--- src/rtl/mul_booth2_iter_pkg.sv ---
// rtl/mul_booth2_iter_pkg.sv - shared op/state encodings, digit counts and operand extension helpers
package mul_booth2_iter_pkg;

   typedef enum logic [1:0] {
      IDLE = 2'd0,
      CALC = 2'd1,
      DONE = 2'd2
   } mul_state_t;

   localparam logic [1:0] MUL_OP_MUL    = 2'b00;
   localparam logic [1:0] MUL_OP_MULH   = 2'b01;
   localparam logic [1:0] MUL_OP_MULHSU = 2'b10;
   localparam logic [1:0] MUL_OP_MULHU  = 2'b11;

   localparam logic [5:0] MUL_DIGITS_D = 6'd33;
   localparam logic [5:0] MUL_DIGITS_W = 6'd17;

   // Multiplicand: signed unless MULHU; MULW uses the sign-extended low word.
   function automatic logic [131:0] mc_ext(input logic [1:0] op, input logic word,
                                           input logic [63:0] src);
      if (word)
         mc_ext = {{100{src[31]}}, src[31:0]};
      else if (op == MUL_OP_MULHU)
         mc_ext = {68'd0, src};
      else
         mc_ext = {{68{src[63]}}, src};
   endfunction

   // Multiplier: signed only for MUL/MULH; two extra bits give the last Booth digit.
   function automatic logic [65:0] mr_ext(input logic [1:0] op, input logic word,
                                          input logic [63:0] src);
      if (word)
         mr_ext = {{34{src[31]}}, src[31:0]};
      else if (op == MUL_OP_MUL || op == MUL_OP_MULH)
         mr_ext = {{2{src[63]}}, src};
      else
         mr_ext = {2'b00, src};
   endfunction

endpackage

--- src/rtl/mul_booth2_pp.sv ---
// rtl/mul_booth2_pp.sv - radix-4 Booth digit decode: 3-bit code and multiplicand to partial product plus carry-in
module mul_booth2_pp #(
   parameter int WIDTH = 132
) (
   input  logic [2:0]       code,
   input  logic [WIDTH-1:0] x,
   output logic [WIDTH-1:0] y,
   output logic             cin
);

   // Negative digits are ones' complement here; the +1 rides in on cin.
   always_comb begin
      y   = '0;
      cin = 1'b0;
      case (code)
         3'b001, 3'b010: y = x;
         3'b011:         y = x << 1;
         3'b100: begin
            y   = ~(x << 1);
            cin = 1'b1;
         end
         3'b101, 3'b110: begin
            y   = ~x;
            cin = 1'b1;
         end
         default: y = '0;
      endcase
   end

endmodule

--- src/rtl/mul_booth2_iter.sv ---
// rtl/mul_booth2_iter.sv - iterative radix-4 Booth multiplier, one digit per cycle; MUL_EARLY_EXIT_EN enables early exit
module mul_booth2_iter
   import mul_booth2_iter_pkg::*;
#(
   parameter int WIDTH = 132
) (
   input  logic        clk,
   input  logic        rst,
   input  logic        mul_valid_i,
   output logic        mul_ready_o,
   input  logic [1:0]  mul_op_i,
   input  logic        mul_word_i,
   input  logic [63:0] src1_i,
   input  logic [63:0] src2_i,
   input  logic        flush_i,
   output logic        result_valid_o,
   input  logic        result_ready_i,
   output logic [63:0] result_o
);

   mul_state_t       state, state_n;
   logic [WIDTH-1:0] acc, acc_nxt;
   logic [WIDTH-1:0] mc_q;
   logic [65:0]      mr_q;
   logic             mr_prev;
   logic [5:0]       cnt;
   logic [1:0]       op_q;
   logic             word_q;
   logic [63:0]      result_q;
   logic [WIDTH-1:0] pp_y;
   logic             pp_cin;
   logic [5:0]       n_digits;
   logic             rest_trivial;
   logic             last;
   logic             accept;
   logic [63:0]      result_sel;

   assign mul_ready_o    = (state == IDLE) & ~flush_i;
   assign accept         = mul_valid_i & mul_ready_o;
   assign result_valid_o = (state == DONE);
   assign result_o       = result_q;

   mul_booth2_pp #(.WIDTH(WIDTH)) u_pp (
      .code ({mr_q[1], mr_q[0], mr_prev}),
      .x    (mc_q),
      .y    (pp_y),
      .cin  (pp_cin)
   );

   assign acc_nxt  = acc + pp_y + {{(WIDTH-1){1'b0}}, pp_cin};
   assign n_digits = word_q ? MUL_DIGITS_W : MUL_DIGITS_D;

   // mr_q holds mr >>> 2k, so bits [65:1] are the multiplier bits not yet consumed.
`ifdef MUL_EARLY_EXIT_EN
   assign rest_trivial = (&mr_q[65:1]) | ~(|mr_q[65:1]);
`else
   assign rest_trivial = 1'b0;
`endif

   assign last = (cnt == n_digits - 6'd1) | rest_trivial;

   always_comb begin
      result_sel = acc_nxt[127:64];
      if (word_q)
         result_sel = {{32{acc_nxt[31]}}, acc_nxt[31:0]};
      else if (op_q == MUL_OP_MUL)
         result_sel = acc_nxt[63:0];
   end

   always_ff @(posedge clk or posedge rst) begin
      if (rst)
         state <= IDLE;
      else
         state <= state_n;
   end

   always_comb begin
      state_n = state;
      case (state)
         IDLE:    if (mul_valid_i) state_n = CALC;
         CALC:    if (last) state_n = DONE;
         DONE:    if (result_ready_i) state_n = IDLE;
         default: state_n = IDLE;
      endcase
      if (flush_i)
         state_n = IDLE;
   end

   always_ff @(posedge clk or posedge rst) begin
      if (rst) begin
         acc      <= '0;
         mc_q     <= '0;
         mr_q     <= '0;
         mr_prev  <= 1'b0;
         cnt      <= '0;
         op_q     <= MUL_OP_MUL;
         word_q   <= 1'b0;
         result_q <= '0;
      end else if (accept) begin
         acc     <= '0;
         mc_q    <= mc_ext(mul_op_i, mul_word_i, src1_i);
         mr_q    <= mr_ext(mul_op_i, mul_word_i, src2_i);
         mr_prev <= 1'b0;
         cnt     <= '0;
         op_q    <= mul_op_i;
         word_q  <= mul_word_i;
      end else if (state == CALC && !flush_i) begin
         acc     <= acc_nxt;
         mc_q    <= mc_q << 2;
         mr_q    <= {{2{mr_q[65]}}, mr_q[65:2]};
         mr_prev <= mr_q[1];
         cnt     <= cnt + 6'd1;
         if (last)
            result_q <= result_sel;
      end
   end

endmodule

--- config.mk ---
export PLATFORM = sky130hd
export DESIGN_NAME = mul_booth2_iter
export DESIGN_NICKNAME = d
export VERILOG_FILES = /design/src/rtl/mul_booth2_iter_pkg.sv /design/src/rtl/mul_booth2_pp.sv /design/src/rtl/mul_booth2_iter.sv
export SDC_FILE = /design/constraint.sdc
export NUM_CORES = 2
export LEC_CHECK = 0
export ABC_CLOCK_PERIOD_IN_PS = 19200
export CAP_MARGIN = 20
export CORE_UTILIZATION = 45
export DETAILED_ROUTE_END_ITERATION = 8
export PLACE_DENSITY_LB_ADDON = 0.2
export SYNTH_ARGS = -nofsm -noshare
export SYNTH_HDL_FRONTEND = slang
export SYNTH_HIERARCHICAL = 1
export SYNTH_SLANG_ARGS = --single-unit
--- constraint.sdc ---
create_clock -name clk -period 19.2 [get_ports clk]
set_clock_uncertainty 0.05 [all_clocks]
set_input_delay 2.88 -clock clk [delete_from_list [all_inputs] [get_ports clk]]
set_output_delay 2.88 -clock clk [all_outputs]
set_load 0.02 [all_outputs]
# ---- After elaboration in Yosys (flattened, before gate mapping)
# Index checks and enable logic that the tools add are counted.
dict set report classes {
  addsub 4
  mul 0
  div_mod_pow 0
  order_cmp 0
  eq_ne 14
  shift 0
  n_mux 24
  bitwise 6
  reduce_logical 12
}
# operator n
set ops {}
lappend ops {{$mux W132} 6}
lappend ops {{$pmux W132 S4} 1}
lappend ops {{$not A132 Y132} 2}
lappend ops {{$mux W66} 3}
lappend ops {{$add A132 B1 Y132} 1}
lappend ops {{$add A132 B132 Y132} 1}
lappend ops {{$mux W64} 2}
lappend ops {{$mux W65} 1}
lappend ops {{$mux W6} 3}
lappend ops {{$eq A3 B3 Y1 const B} 3}
lappend ops {{$mux W2} 4}
lappend ops {{$add A6 B1 Y6 const B} 1}
lappend ops {{$eq A3 B2 Y1 const B} 2}
lappend ops {{$eq A6 B6 Y1} 1}
lappend ops {{$logic_not A2 Y1} 3}
lappend ops {{$ne A3 B3 Y1 const B} 2}
lappend ops {{$pmux W2 S3} 1}
lappend ops {{$reduce_and A3 Y1} 2}
lappend ops {{$sub A6 B1 Y6 const B} 1}
lappend ops {{$eq A2 B1 Y1 const B} 2}
lappend ops {{$eq A2 B2 Y1 const B} 2}
lappend ops {{$reduce_or A2 Y1} 2}
lappend ops {{$eq A3 B1 Y1 const B} 1}
lappend ops {{$mux W1} 3}
lappend ops {{other kinds (8)} 10}
dict set report totals {
  regBits 406
  latch_bits 0
  ram_bits 0
  mem_bits_ro 0
  inputBits 136
  output_inout_bits 66
  mem_count 0
}

# ---- Longest topological paths before layout
dict set report logic_depth {
  word_depth 7
  ltp_mapped 20
}

# ---- Cells and area by module
# The synthesis kept the hierarchy.
# mod instances cells_per_inst area_each_um2
set modules_own_cells {}
lappend modules_own_cells {mul_booth2_iter 1 3099 25283.0}
lappend modules_own_cells {mul_booth2_pp 1 491 4611.9}

# ---- Worst setup path after synthesis
# Ideal clock, no wire load.
dict set report synth_timing {
  path_type {input to output}
  start {in flush_i}
  end {out mul_ready_o}
  t_arrival_ps 3456
  required_ps 16270
  slack_ps 12814
  cell_stages 1
  n_path_buf 0
  path_cell_list {nor3_1}
}
dict set report synth_via {
  elab_chain_cells 2
}
# item line
set synth_rtl {}
lappend synth_rtl {{start, declared} mul_booth2_iter.sv:15} ;# input logic flush_i,
lappend synth_rtl {{$not A1 Y1} mul_booth2_iter.sv:38} ;# assign mul_ready_o = (state == IDLE) & ~flush_i;
lappend synth_rtl {{$and A1 B1 Y1} mul_booth2_iter.sv:38}
lappend synth_rtl {{end, declared} mul_booth2_iter.sv:10} ;# output logic mul_ready_o,
# Every way passes these cells.

# ---- Worst setup path after layout
# Ends and elaborated chain as after synthesis.

==> results_dict.tcl <==
set metrics [dict create \
    critPathTopFamily "buffers and inverters" \
    cts_hold_buf 0 \
    synth.avg_cell_area_um2 8.31 \
    row_count 93 \
    postCtsResizedCells 0 \
    ant_nets 0 \
    antenna_found_initial 2 \
    ioPinCount 202 \
    insertedDiodeCount 0 \
    rsz0062_at_grt "false" \
    holdCritStartpoint "result_o[30]$_DFFE_PP0P_" \
    hold_ws_ns 0.422 \
    place_area_mm2 0.0317 \
    setup_viol 0 \
    start_kind "input port" \
    wl_met3_um 5470 \
    critPathKind "input port to primary output" \
    die_width_um 259 \
    crit_chain "clkdlybuf4s50_1, nor3_1, clkdlybuf4s50_1" \
    core_area_mm2 0.0647 \
    routabilityCongestion 0.979 \
    worst_pin_slew_ns 1.06 \
    postCtsSetupRepairBufs 0 \
    wl_met1_um 43900 \
    cts.sinks 398 \
    peakVddDrop_mv 0.0741 \
    maxClockFrequency_ghz 0.135 \
    worstPathMaxFanout 3 \
    net-switching-power_mw 2.48 \
    wl_met2_um 42900 \
    clockPowerShare_pct 19.2 \
    cap_viol_max_count 0 \
    grt_overflow 0 \
    drc 0 \
    reg2reg_depth 16 \
    clk_path_buf_depth 3 \
    power_density_mw_per_mm2 154 \
    p_int_mw 2.65 \
    finalPower_mw 5.13 \
    rr_startpoint "mr_q[0]$_DFFE_PP0P_" \
    slew_headroom_pct 29.2 \
    endpoint_kind "primary output" \
    utilization_pct 51.6 \
    start_util_pct 45.8 \
    highest_layer "met5" \
    seqPwrFrac_pct 25.0 \
    vias_per_cell 6.11 \
    hold_path_class "register to register" \
    dp.cells 4349 \
    portBuffers 201 \
    timing.rr.end "result_o[25]$_DFFE_PP0P_" \
    vias 27127 \
    die-area_mm2 0.0668 \
    num-fill-cells 6245 \
    dp_hpwl_um 66600 \
    slowest_stage "clkdlybuf4s50_1" \
    p_leak_nw 13.7 \
    r2r_setup_slack_ns 12.08 \
    fin_nets 3811 \
    syn2layout_area_growth_pct 12.8 \
    grt_pass1_wl_um 149000 \
    swShare_pct 48.3 \
    hold_violations 0 \
    clock_latency_ns 0.60 \
    tns_ns 0 \
    max_stage_delay_ns 0.70 \
    holdPathStages 2 \
    path_clk_slew_ns 0.07 \
    first_pass_iters 6 \
    path_common_cell "clkdlybuf4s50_1" \
    timing.final.ws_setup_ns 11.81 \
    drt-initial-drc-count 2366 \
    htreeDepth 2 \
    syn-cell-area_mm2 0.0296 \
    preCtsSetupSlack_ns 11.81 \
    combinationalPowerShare_pct 55.8 \
    grt_pass1_vias 25621 \
    seq_area_mm2 0.00997 \
    worstPathRequired_ns 16.27 \
    status "completed" \
    cts_buffers 48 \
    fin_area_mm2 0.0334 \
    drive_gt1_share_pct 8.10 \
    arrival_ns 4.46 \
    grt_max_degree 167 \
    cts_tree "built" \
    cts_root_buf "clkbuf_16" \
    grtUsageTotal_pct 27.8 \
    slew_violations 0 \
    wl_um 94400 \
    die_h_um 259 \
    multi_input_area_mm2 0.0181 \
    period_minus_slack_ns 7.39 \
    final_cells 4437 \
    yosysWarnings 6 \
    path_buf_inv 2 \
    period_share_pct 38.5 \
    worstHoldEndpoint "result_o[30]$_DFFE_PP0P_" \
    wl_per_cell_um 21.3 \
    syn_inst 3562 \
    synth_fp_nets 3828 \
]
## sequential cells by signal, indices dropped and copies added, names as in the netlist
register / count
cnt: 6
mc_q: 128
result_o: 64
acc: 128
word_q: 1
op_q: 2
mr_q: 66
mr_prev: 1
state: 2
## metal layers
metal | GRT usage (%) | vias up
li1 | - | 12984
met1 | 40.0 | 13219
met2 | 43.7 | 804
met3 | 3.99 | 118
met4 | 6.89 | 2
met5 | 0 | -
## cell usage in the layout, fill, tap and decap left out, types with 82 or more instances in the layout
cell type          n
inv_1             82
xnor2_1          207
ha_1             128
nand4b_1         128
dfrtp_1          395
nor2_1           226
clkdlybuf4s50_1  200
nand3_1          274
nand2_1          517
o221ai_2          96
a21oi_1          218
o21ai_0          291
## worst max-delay path by stage
stage / from / end / slack, ns / cells after the start
2_1_floorplan: rst / acc[0]$_DFFE_PP0P_ / 5.20 / 1
3_3_place_gp: flush_i / mul_ready_o / 11.85 / 3
3_5_place_dp: flush_i / mul_ready_o / 11.81 / 3
5_1_grt: flush_i / mul_ready_o / 11.73 / 3
6_report: flush_i / mul_ready_o / 11.81 / 3
4_1_cts: flush_i / mul_ready_o / 11.81 / 3
## worst min-delay path, stage by stage, from the launching register on
cell     delay, ns
dfrtp_1       0.34
nand2_1       0.05
nand2_1       0.05
## power groups by stage
stage                     Clock, mW  Combinational [mW]  Sequential, mW
after floorplan                   0                2.10            1.20
after global placement            0                2.78            1.29
after detailed placement          0                2.79            1.29
after CTS                     0.998                2.80            1.28
after global routing           1.03                3.09            1.31
final                         0.986                2.86            1.28
## area by class of cell
class / instances / area share (%)
Multi-Input combinational cell: 2782 / 54.2
Sequential cell: 398 / 29.9
Inverter: 83 / 0.955
Tap cell: 855 / 3.20
Timing Repair Buffer: 232 / 6.78
Clock inverter: 22 / 0.895
Clock buffer: 65 / 4.09
No activity file was read; power rests on OpenSTA's default activity.
